==> config.mk <==
export PLATFORM = sky130hd
export DESIGN_NAME = crono_bcd_flat
export DESIGN_NICKNAME = d
export VERILOG_FILES = /design/src/rtl/crono_pkg.sv /design/src/rtl/crono_bcd_if.sv /design/src/rtl/crono_prescaler.sv /design/src/rtl/crono_bcd.sv /design/src/flat_wrapper.sv
export SDC_FILE = /design/constraint.sdc
export NUM_CORES = 1
export LEC_CHECK = 0
export CAP_MARGIN = 20
export CORE_MARGIN = 1.5
export CORE_UTILIZATION = 58
export CTS_CLUSTER_DIAMETER = 120
export DETAILED_ROUTE_END_ITERATION = 16
export GPL_ROUTABILITY_DRIVEN = 0
export GPL_TIMING_DRIVEN = 0
export PLACE_DENSITY_LB_ADDON = 0.12
export SYNTH_ARGS = -nofsm -noshare
export SYNTH_HDL_FRONTEND = slang
export SYNTH_HIERARCHICAL = 1
export SYNTH_SLANG_ARGS = --single-unit
==> constraint.sdc <==
create_clock -name clk -period 7.3 [get_ports clk]
set_clock_uncertainty 0.05 [all_clocks]
set_input_delay 1.46 -clock clk [delete_from_list [all_inputs] [get_ports clk]]
set_output_delay 1.46 -clock clk [all_outputs]
set_load 0.05 [all_outputs]
==> src/rtl/crono_pkg.sv <==
// Shared types, BCD limits and BCD helper functions for the crono_bcd countdown timer.
package crono_pkg;

  typedef enum logic [1:0] {
    IDLE,
    RUN,
    PAUSE,
    RING
  } state_t;

  localparam logic [7:0] SS_MAX  = 8'h59;
  localparam logic [7:0] MM_MAX  = 8'h59;
  localparam logic [7:0] HH_MAX  = 8'h23;
  localparam logic [3:0] NIB_MAX = 4'd9;

  typedef struct packed {
    logic [7:0] hh;
    logic [7:0] mm;
    logic [7:0] ss;
  } bcd_time_t;

  function automatic logic bcd_ok(input logic [7:0] v, input logic [7:0] max);
    return (v[7:4] <= NIB_MAX) && (v[3:0] <= NIB_MAX) && (v <= max);
  endfunction

  function automatic logic [7:0] bcd_dec(input logic [7:0] v, input logic [7:0] wrap);
    if (v == 8'h00)
      return wrap;
    else if (v[3:0] == 4'd0)
      return {v[7:4] - 4'd1, NIB_MAX};
    else
      return {v[7:4], v[3:0] - 4'd1};
  endfunction

  // Borrow ripples ss -> mm -> hh; hh never wraps because a zero count never runs.
  function automatic bcd_time_t time_dec(input bcd_time_t t);
    bcd_time_t r;
    r    = t;
    r.ss = bcd_dec(t.ss, SS_MAX);
    if (t.ss == 8'h00) begin
      r.mm = bcd_dec(t.mm, MM_MAX);
      if (t.mm == 8'h00)
        r.hh = bcd_dec(t.hh, HH_MAX);
    end
    return r;
  endfunction

endpackage

==> src/rtl/crono_bcd_if.sv <==
// Control/preset/display bundle of the crono_bcd countdown timer.
interface crono_bcd_if;
  logic       load;
  logic [7:0] set_hh;
  logic [7:0] set_mm;
  logic [7:0] set_ss;
  logic       start;
  logic       stop;
  logic       ack;
  logic [7:0] seg_bcd;
  logic [7:0] min_bcd;
  logic [7:0] hor_bcd;
  logic       ring;
  logic       running;
  logic       load_err;

  modport master (
    output load, set_hh, set_mm, set_ss, start, stop, ack,
    input  seg_bcd, min_bcd, hor_bcd, ring, running, load_err
  );

  modport slave (
    input  load, set_hh, set_mm, set_ss, start, stop, ack,
    output seg_bcd, min_bcd, hor_bcd, ring, running, load_err
  );
endinterface

==> src/rtl/crono_prescaler.sv <==
// One-second prescaler: tick is high on the last cycle of each TICKS_PER_SEC window while enabled.
module crono_prescaler #(
  parameter int unsigned TICKS_PER_SEC = 100000000
) (
  input  logic clk,
  input  logic reset,
  input  logic clr,
  input  logic en,
  output logic tick
);

  localparam int unsigned W = (TICKS_PER_SEC > 1) ? $clog2(TICKS_PER_SEC) : 1;
  localparam logic [W-1:0] LAST = W'(TICKS_PER_SEC - 1);

  logic [W-1:0] cnt;

  assign tick = en && (cnt == LAST);

  always_ff @(posedge clk) begin
    if (reset || clr)
      cnt <= '0;
    else if (en)
      cnt <= tick ? '0 : cnt + W'(1);
  end

endmodule

==> src/rtl/crono_bcd.sv <==
// BCD hh:mm:ss countdown timer with IDLE/RUN/PAUSE/RING control.
// Optional CRONO_RING_TIMEOUT_EN: RING returns to IDLE by itself after RING_SECS seconds.
module crono_bcd
  import crono_pkg::*;
#(
  parameter int unsigned TICKS_PER_SEC = 100000000,
  parameter int unsigned RING_SECS     = 10
) (
  input  logic        clk,
  input  logic        reset,
  crono_bcd_if.slave  bus
);

  if (TICKS_PER_SEC == 0 || RING_SECS == 0) begin : g_bad_cfg
    $error("crono_bcd: TICKS_PER_SEC and RING_SECS must be nonzero");
  end

  state_t    state;
  bcd_time_t cnt;
  bcd_time_t cnt_next;
  logic      tick;
  logic      run_en;
  logic      go;
  logic      load_ok;
  logic      ring_r;
  logic      running_r;
  logic      load_err_r;

  // A start sharing its cycle with a load is dropped so a freshly loaded zero can never run.
  always_comb begin
    run_en   = (state == RUN);
    cnt_next = time_dec(cnt);
    load_ok  = bcd_ok(bus.set_hh, HH_MAX) && bcd_ok(bus.set_mm, MM_MAX) &&
               bcd_ok(bus.set_ss, SS_MAX);
    go       = ((state == IDLE) || (state == PAUSE)) && bus.start && !bus.stop &&
               !bus.load && (cnt != '0);
  end

  crono_prescaler #(
    .TICKS_PER_SEC(TICKS_PER_SEC)
  ) u_prescaler (
    .clk   (clk),
    .reset (reset),
    .clr   (go),
    .en    (run_en),
    .tick  (tick)
  );

`ifdef CRONO_RING_TIMEOUT_EN
  localparam int unsigned RING_CYC = RING_SECS * TICKS_PER_SEC;
  localparam int unsigned RW       = (RING_CYC > 1) ? $clog2(RING_CYC) : 1;
  logic [RW-1:0] ring_cnt;
`endif

  always_ff @(posedge clk) begin
    if (reset) begin
      state      <= IDLE;
      cnt        <= '0;
      ring_r     <= 1'b0;
      running_r  <= 1'b0;
      load_err_r <= 1'b0;
`ifdef CRONO_RING_TIMEOUT_EN
      ring_cnt   <= '0;
`endif
    end else begin
      load_err_r <= 1'b0;
      case (state)
        IDLE, PAUSE: begin
          if (bus.load) begin
            if (load_ok)
              cnt <= '{hh: bus.set_hh, mm: bus.set_mm, ss: bus.set_ss};
            else
              load_err_r <= 1'b1;
          end else if (go) begin
            state     <= RUN;
            running_r <= 1'b1;
          end
        end
        RUN: begin
          // Expiry outranks a simultaneous stop.
          if (tick) begin
            cnt <= cnt_next;
            if (cnt_next == '0) begin
              state     <= RING;
              ring_r    <= 1'b1;
              running_r <= 1'b0;
`ifdef CRONO_RING_TIMEOUT_EN
              ring_cnt  <= '0;
`endif
            end else if (bus.stop) begin
              state     <= PAUSE;
              running_r <= 1'b0;
            end
          end else if (bus.stop) begin
            state     <= PAUSE;
            running_r <= 1'b0;
          end
        end
        RING: begin
`ifdef CRONO_RING_TIMEOUT_EN
          ring_cnt <= ring_cnt + RW'(1);
          if (bus.ack || (ring_cnt == RW'(RING_CYC - 1))) begin
            state  <= IDLE;
            ring_r <= 1'b0;
          end
`else
          if (bus.ack) begin
            state  <= IDLE;
            ring_r <= 1'b0;
          end
`endif
        end
        default: begin
          state     <= IDLE;
          ring_r    <= 1'b0;
          running_r <= 1'b0;
        end
      endcase
    end
  end

  assign bus.seg_bcd  = cnt.ss;
  assign bus.min_bcd  = cnt.mm;
  assign bus.hor_bcd  = cnt.hh;
  assign bus.ring     = ring_r;
  assign bus.running  = running_r;
  assign bus.load_err = load_err_r;

endmodule

==> src/flat_wrapper.sv <==
// flat-port wrapper written by rule: the top's interface ports become plain ports
module crono_bcd_flat import crono_pkg::*;
#(
  parameter int unsigned TICKS_PER_SEC = 100000000,
  parameter int unsigned RING_SECS     = 10
)
  (clk, reset, bus_load, bus_set_hh, bus_set_mm, bus_set_ss, bus_start, bus_stop, bus_ack, bus_seg_bcd, bus_min_bcd, bus_hor_bcd, bus_ring, bus_running, bus_load_err);
  crono_bcd_if bus_i ();
  input  logic clk;
  input  logic reset;
  input wire logic [$bits(bus_i.load)-1:0] bus_load;
  input wire logic [$bits(bus_i.set_hh)-1:0] bus_set_hh;
  input wire logic [$bits(bus_i.set_mm)-1:0] bus_set_mm;
  input wire logic [$bits(bus_i.set_ss)-1:0] bus_set_ss;
  input wire logic [$bits(bus_i.start)-1:0] bus_start;
  input wire logic [$bits(bus_i.stop)-1:0] bus_stop;
  input wire logic [$bits(bus_i.ack)-1:0] bus_ack;
  output wire logic [$bits(bus_i.seg_bcd)-1:0] bus_seg_bcd;
  output wire logic [$bits(bus_i.min_bcd)-1:0] bus_min_bcd;
  output wire logic [$bits(bus_i.hor_bcd)-1:0] bus_hor_bcd;
  output wire logic [$bits(bus_i.ring)-1:0] bus_ring;
  output wire logic [$bits(bus_i.running)-1:0] bus_running;
  output wire logic [$bits(bus_i.load_err)-1:0] bus_load_err;
  assign bus_i.load = bus_load;
  assign bus_i.set_hh = bus_set_hh;
  assign bus_i.set_mm = bus_set_mm;
  assign bus_i.set_ss = bus_set_ss;
  assign bus_i.start = bus_start;
  assign bus_i.stop = bus_stop;
  assign bus_i.ack = bus_ack;
  assign bus_seg_bcd = bus_i.seg_bcd;
  assign bus_min_bcd = bus_i.min_bcd;
  assign bus_hor_bcd = bus_i.hor_bcd;
  assign bus_ring = bus_i.ring;
  assign bus_running = bus_i.running;
  assign bus_load_err = bus_i.load_err;
  crono_bcd #(.TICKS_PER_SEC(TICKS_PER_SEC), .RING_SECS(RING_SECS)) u_core (.clk(clk), .reset(reset), .bus(bus_i));
endmodule
---- Word level (Yosys, flattened, before mapping) ----
Cells that the tools add are included.
cells by class
  $lt $le $gt $ge ......................... 9
  bitwise gates (word level) .............. 2
  add/subtract/negate cells ............... 7
  reduce and logical (&&, ||, !) cells .... 34
  muxes and demuxes ....................... 31
  eq/ne operators ......................... 11
operator list
  cell                                                                               count
  24-bit two-way mux                                                                 3
  8-bit two-way mux                                                                  7
  24-bit one-hot mux with 2 select lines                                             1
  27-bit by 1-bit adder with 27-bit output (second input constant)                   1
  27-bit == test (second input constant)                                             1
  27-bit two-way mux                                                                 1
  4-bit less-or-equal comparator (second input constant)                             6
  24-bit zero test                                                                   1
  8-bit zero test                                                                    3
  24-bit nonzero test                                                                1
  4-bit by 1-bit subtractor with 4-bit output (second input constant)                6
  8-bit by 7-bit less-or-equal comparator with 1-bit output (second input constant)  2
  16-bit two-way mux                                                                 1
  1-bit logical AND                                                                  13
  4-bit zero test                                                                    3
  2-bit two-way mux                                                                  6
  1-bit two-way mux                                                                  9
  8-bit by 6-bit less-or-equal comparator with 1-bit output (second input constant)  1
  2-bit inequality test (second input constant)                                      4
  4-bit AND reduction                                                                2
  2-bit by 1-bit inequality test with 1-bit output (second input constant)           3
  2-bit one-hot mux with 3 select lines                                              1
  3-bit AND reduction                                                                2
  2-bit == test (second input constant)                                              2
  other kinds (9)                                                                    14
word-level totals
  logic and storage cells ................. 102
  output and inout port bits .............. 27
  bits in registers ....................... 56

---- Logic depth before layout (Yosys ltp) ----
  depth in word-level cells ............... 9
  mapped depth ............................ 14
  depth with buffers taken out ............ 11

---- By module ----
Netlist, hierarchy kept.
by module, submodules not included
  module           area each (µm²)  cells an instance  seq. area each (µm²)  times used
  crono_bcd        2095.8           290                580.6                 1
  crono_prescaler  1350.0           155                540.5                 1

---- Worst setup path before layout ----
No wires, ideal clock.
  path type ............................... register -> register
  start ................................... register u_core.state[1]
  end ..................................... register u_core.cnt, in the netlist u_core/bus.min_bcd[3]
  data required time ...................... 7180 ps
  library setup time ...................... 70 ps
  path slack .............................. 4027 ps
  cell stages (with the launch flop) ...... 15
  buffers on the path ..................... 4
  data arrival time ....................... 3153 ps
  cells stage by stage .................... dfxtp_1 -> nand2b_1 -> inv_2 -> clkbuf_1 -> nand4_1 -> or4_1 -> buf_2 -> nor2_1 -> nand2_1 -> o21ai_0 -> and2_1 -> clkbuf_1 -> buf_1 -> o221ai_1 -> a21oi_1
on the way
  word-level cells in the longest chain between the ends .. 4
  elaborated cells on any way between the ends .. 11
  those cells by class .................... eq/ne (5); mux (1); reduce/logical (5)
RTL lines
  item                                                               RTL line               RTL
  from (decl)                                                        crono_bcd.sv:18        state_t state;
  from (signal assigned)                                             crono_bcd.sv:57        state <= IDLE;
  from (signal assigned)                                             crono_bcd.sv:75        state <= RUN;
  from (signal assigned)                                             crono_bcd.sv:84        state <= RING;
  2-bit by 1-bit == test with 1-bit output                           crono_bcd.sv:31        run_en = (state == RUN);
  named net u_core.run_en                                            crono_bcd.sv:22        logic run_en;
  1-bit logical AND                                                  crono_prescaler.sv:17  assign tick = en && (cnt == LAST);
  named net u_core.tick                                              crono_bcd.sv:21        logic tick;
  2-bit by 1-bit inequality test with 1-bit output (no source line)  -
  4-bit AND reduction (no source line)                               -
  to (signal assigned)                                               crono_bcd.sv:71        cnt <= '{hh: bus.set_hh, mm: bus.set_mm, ss: bus.set_ss};
  to (signal assigned)                                               crono_bcd.sv:82        cnt <= cnt_next;
  to (decl)                                                          crono_bcd.sv:19        bcd_time_t cnt;
The timed path passes the listed nets, and every way through them passes these cells.
A chain may end at the register's enable or synchronous reset.

---- Worst setup path in the final report ----
  start ................................... register u_core.state[1]
  end ..................................... register u_core.cnt, in the netlist u_core/bus.hor_bcd[5]
Same word-level chain as after synthesis.

==> impl_metrics.csv <==
group,metric,value,unit
synth,yosys_warnings,6,
synth,syn_area,3450,um^2
job,max_cap_viol_count,0,
synth,async_reset_ff_share,0,%
finish,final_layout_size_suffix_gt1_share,5.70,%
global_route,met3_usage,5.00,%
timing,relSlewSlack,51.4,%
timing,tightest_slew,729,ps
synth,synth_area_leaders,"dfxtp_1 (33%), a21oi_1 (6.7%), nand2_1 (4.6%)",
placement,dp_hpwl,6.98,mm
synth,yosys_most_used_dff,"dfxtp_1",
global_route,antenna_found_initial,0,
timing,setup_tns,0,ps
detailed_routing,wl,9.72,mm
worst_setup_path,slowest_stage,"clkbuf_1",
worst_setup_path,r2r-start,"u_core/state[1]",
placement,postPlaceCellArea,4100,um^2
cts,ctsHoldBuffers,0,
timing,setup_slack,2660,ps
cts,cts_tree,"built",
pwr,ir_worst_vdd,0.108,mV
timing,hold_viol_final,0,
cts,cts-root-buf,"clkbuf_8",
floorplan,initial_utilization,61.4,%
detailed_routing,first_pass_iters,6,
detailed_routing,ant_nets,0,
cts,path_clk_slew,110,ps
synth,synth_edf_count,0,
detailed_routing,drtIter0Drc,278,
global_route,grt_pass1_wl,15.6,mm
synth,yosysMostFrequentCell,"dfxtp_1",
min_path,min_to,"u_core/u_prescaler/cnt[23]",
worst_setup_path,crit_type,"flop to flop",
finish,nFillCells,432,
synth,synth_commonest_cells,"dfxtp_1 (56), a21oi_1 (46), nand2_1 (42), nor2_1 (42), inv_1 (22)",
synth,synth_top_area_share,32.5,%
worst_setup_path,path_max_fanout,18,
worst_setup_path,critPathMostFrequentCell,"clkbuf_1",
min_path,worst_hold_startpoint,"u_core/u_prescaler/cnt[23]",
timing,rsz0062_at_grt,"false",
floorplan,die_y,80.1,um
synth,synth_top_area_cell,"dfxtp_1",
cts,ctsResizeCount,0,
placement,dp_slack,2820,ps
finish,final_cell_area,4210,um^2
detailed_routing,routed_via_density,6.40,
cts,post-cts-setup-buffers,0,
global_route,top_usage_layer,"met2",
global_route,grt-ovfl-total,0,
cts,insertion_delay,320,ps
global_route,grt_max_degree,19,
floorplan,fp-row-count,27,
cts,cts_buffer_depth,2,
run_status,status,"finished, final reports clean",
floorplan,core,5610,um^2
global_route,track_usage,30.9,%
timing,period_minus_slack,4640,ps
timing,final-max-slew-violation-count,0,
worst_setup_path,startpoint,"u_core/state[1]",
synth,syn_inst,445,
pwr,cellPowerDensity,162,nW/um^2
detailed_routing,routedWlPerCell,16.7,um
worst_setup_path,setup.worst_path.end_class,"flop",
min_path,hold_path.class,"flop to flop",
finish,multi_input_area,2120,um^2
worst_setup_path,crit_chain,"nand2b_1, inv_2, clkbuf_1, nand4_1, or4_1, buf_2, nor2_1, nand2_1, o21ai_0, and2_1, clkbuf_1, buf_1, o221ai_1, a21oi_1",
detailed_routing,drc,0,
global_route,use_met2,53.0,%
worst_setup_path,slowest_delay,590,ps
finish,layout.nets,547,
worst_setup_path,r2r_slack,2660,ps
global_route,grt_pass1_vias,3322,
cts,cts.sink_count,56,
worst_setup_path,reg2reg_depth,14,
finish,syn2layout_area_growth,22.1,%
finish,n_antenna_cell,0,
global_route,use_met1,38.7,%
floorplan,ios,57,
finish,register_area,1120,um^2
worst_setup_path,cp-start-kind,"flop",
cts,htree_levels,2,
synth,synth_fp_nets,484,
timing,setup_violations,0,
cts,cts_buffers,5,
worst_setup_path,r2r-end,"u_core/bus.hor_bcd[5]",
synth,synth-seq-cells,56,
floorplan,chipWidth,80.1,um
detailed_routing,vias,3720,
synth,ys_types,56,
placement,io_buffer_count,56,
timing,fmax,215,MHz
synth,ys_seq_area_share,32.5,%
min_path,holdPathStages,2,
synth,post_synth.cell_area_avg,7.74,um^2
pwr,p_leak,1.41,nW
floorplan,die-area,6410,um^2
timing,finalCritPeriodShare,63.6,%
worst_setup_path,required,7510,ps
worst_setup_path,cp.arrival,4850,ps
finish,post-route-util,75.0,%
metal layers:
layer | routed length, um | part of all wire [%]
met5 | 0 | 0
met4 | 212 | 2.2
met3 | 933 | 9.6
met2 | 4730 | 49
met1 | 3840 | 40
cell type report:
cell class | instances | share of cell area, %
plain buffers | 24 | 2.88
clock buffers | 6 | 1.72
clock inverters | 2 | 0.922
inverters | 23 | 2.05
multi-input cells | 342 | 50.3
flip-flops and latches | 56 | 26.6
well taps | 72 | 2.14
repair buffers | 56 | 13.3
layout by cell type, fill, tap and decap left out, types with 6 or more instances in the layout:
cell and instances:
or3_1 6, o21ai_0 21, inv_1 22, ha_1 9
xor2_1 10, nand3_1 15, nand2_1 42, dfxtp_1 56
buf_2 7, a21oi_1 46, or4_1 10, nor3_1 11
nor4_1 7, nand4_1 21, a211oi_1 7, and4_1 8
o221ai_1 7, clkdlybuf4s50_1 56, clkbuf_1 13, o31ai_1 12
nor2_1 42
worst max-delay path by stage:
stage	endpoint	depth (start not counted)	slack [ps]
after global routing	u_core/bus.min_bcd[3]	14	2410
after floorplan	u_core/bus.min_bcd[3]	14	4030
final	u_core/bus.hor_bcd[5]	14	2660
after global placement	u_core/bus.min_bcd[3]	14	2820
after CTS	u_core/bus.min_bcd[3]	14	2770
after detailed placement	u_core/bus.min_bcd[3]	14	2820
kinds of logic (layout without fill, tap and decap cells):
family	count (synthesis)	in the layout	synth area share [%]
and+or+nand+nor	193	193	31.0
AOI/OAI and AO/OA	125	125	23.2
DFF	56	56	32.5
buffers and inverters	47	111	6.03
xor gates and xnor gates	12	12	3.05
adders and majority gates	9	9	3.27
muxes	3	3	0.908
registers in the layout, indices dropped and copies added, names as in the netlist:
name / count
u_core/bus.seg_bcd: 8
u_core/bus.hor_bcd: 8
u_core/bus.running: 1
u_core/u_prescaler/cnt: 27
u_core/bus.load_err: 1
u_core/bus.ring: 1
u_core/bus.min_bcd: 8
u_core/state: 2
where the power goes:
group / leakage (nW) / internal (mW) / switching [mW]
Clock: 0.0558 / 0.104 / 0.111
Sequential: 0.452 / 0.310 / 0.00596
Combinational: 0.902 / 0.0590 / 0.0934
critical path, delay by kind of cell, from the launching register on:
kind / cells / cell delay, ps
AO/OA/AOI/OAI: 3 / 530
buffers and inverters: 5 / 2040
flip-flops: 1 / 380
AND/OR/NAND/NOR: 6 / 1580
through the flow:
stage	std cells	total power, mW	hold slack [ps]
floorplan	445	0.419	407
global placement	573	0.468	423
detailed placement	573	0.471	434
CTS	581	0.680	451
global route	581	0.707	476
finish	581	0.684	450
No activity file was read; power rests on OpenSTA's default activity.
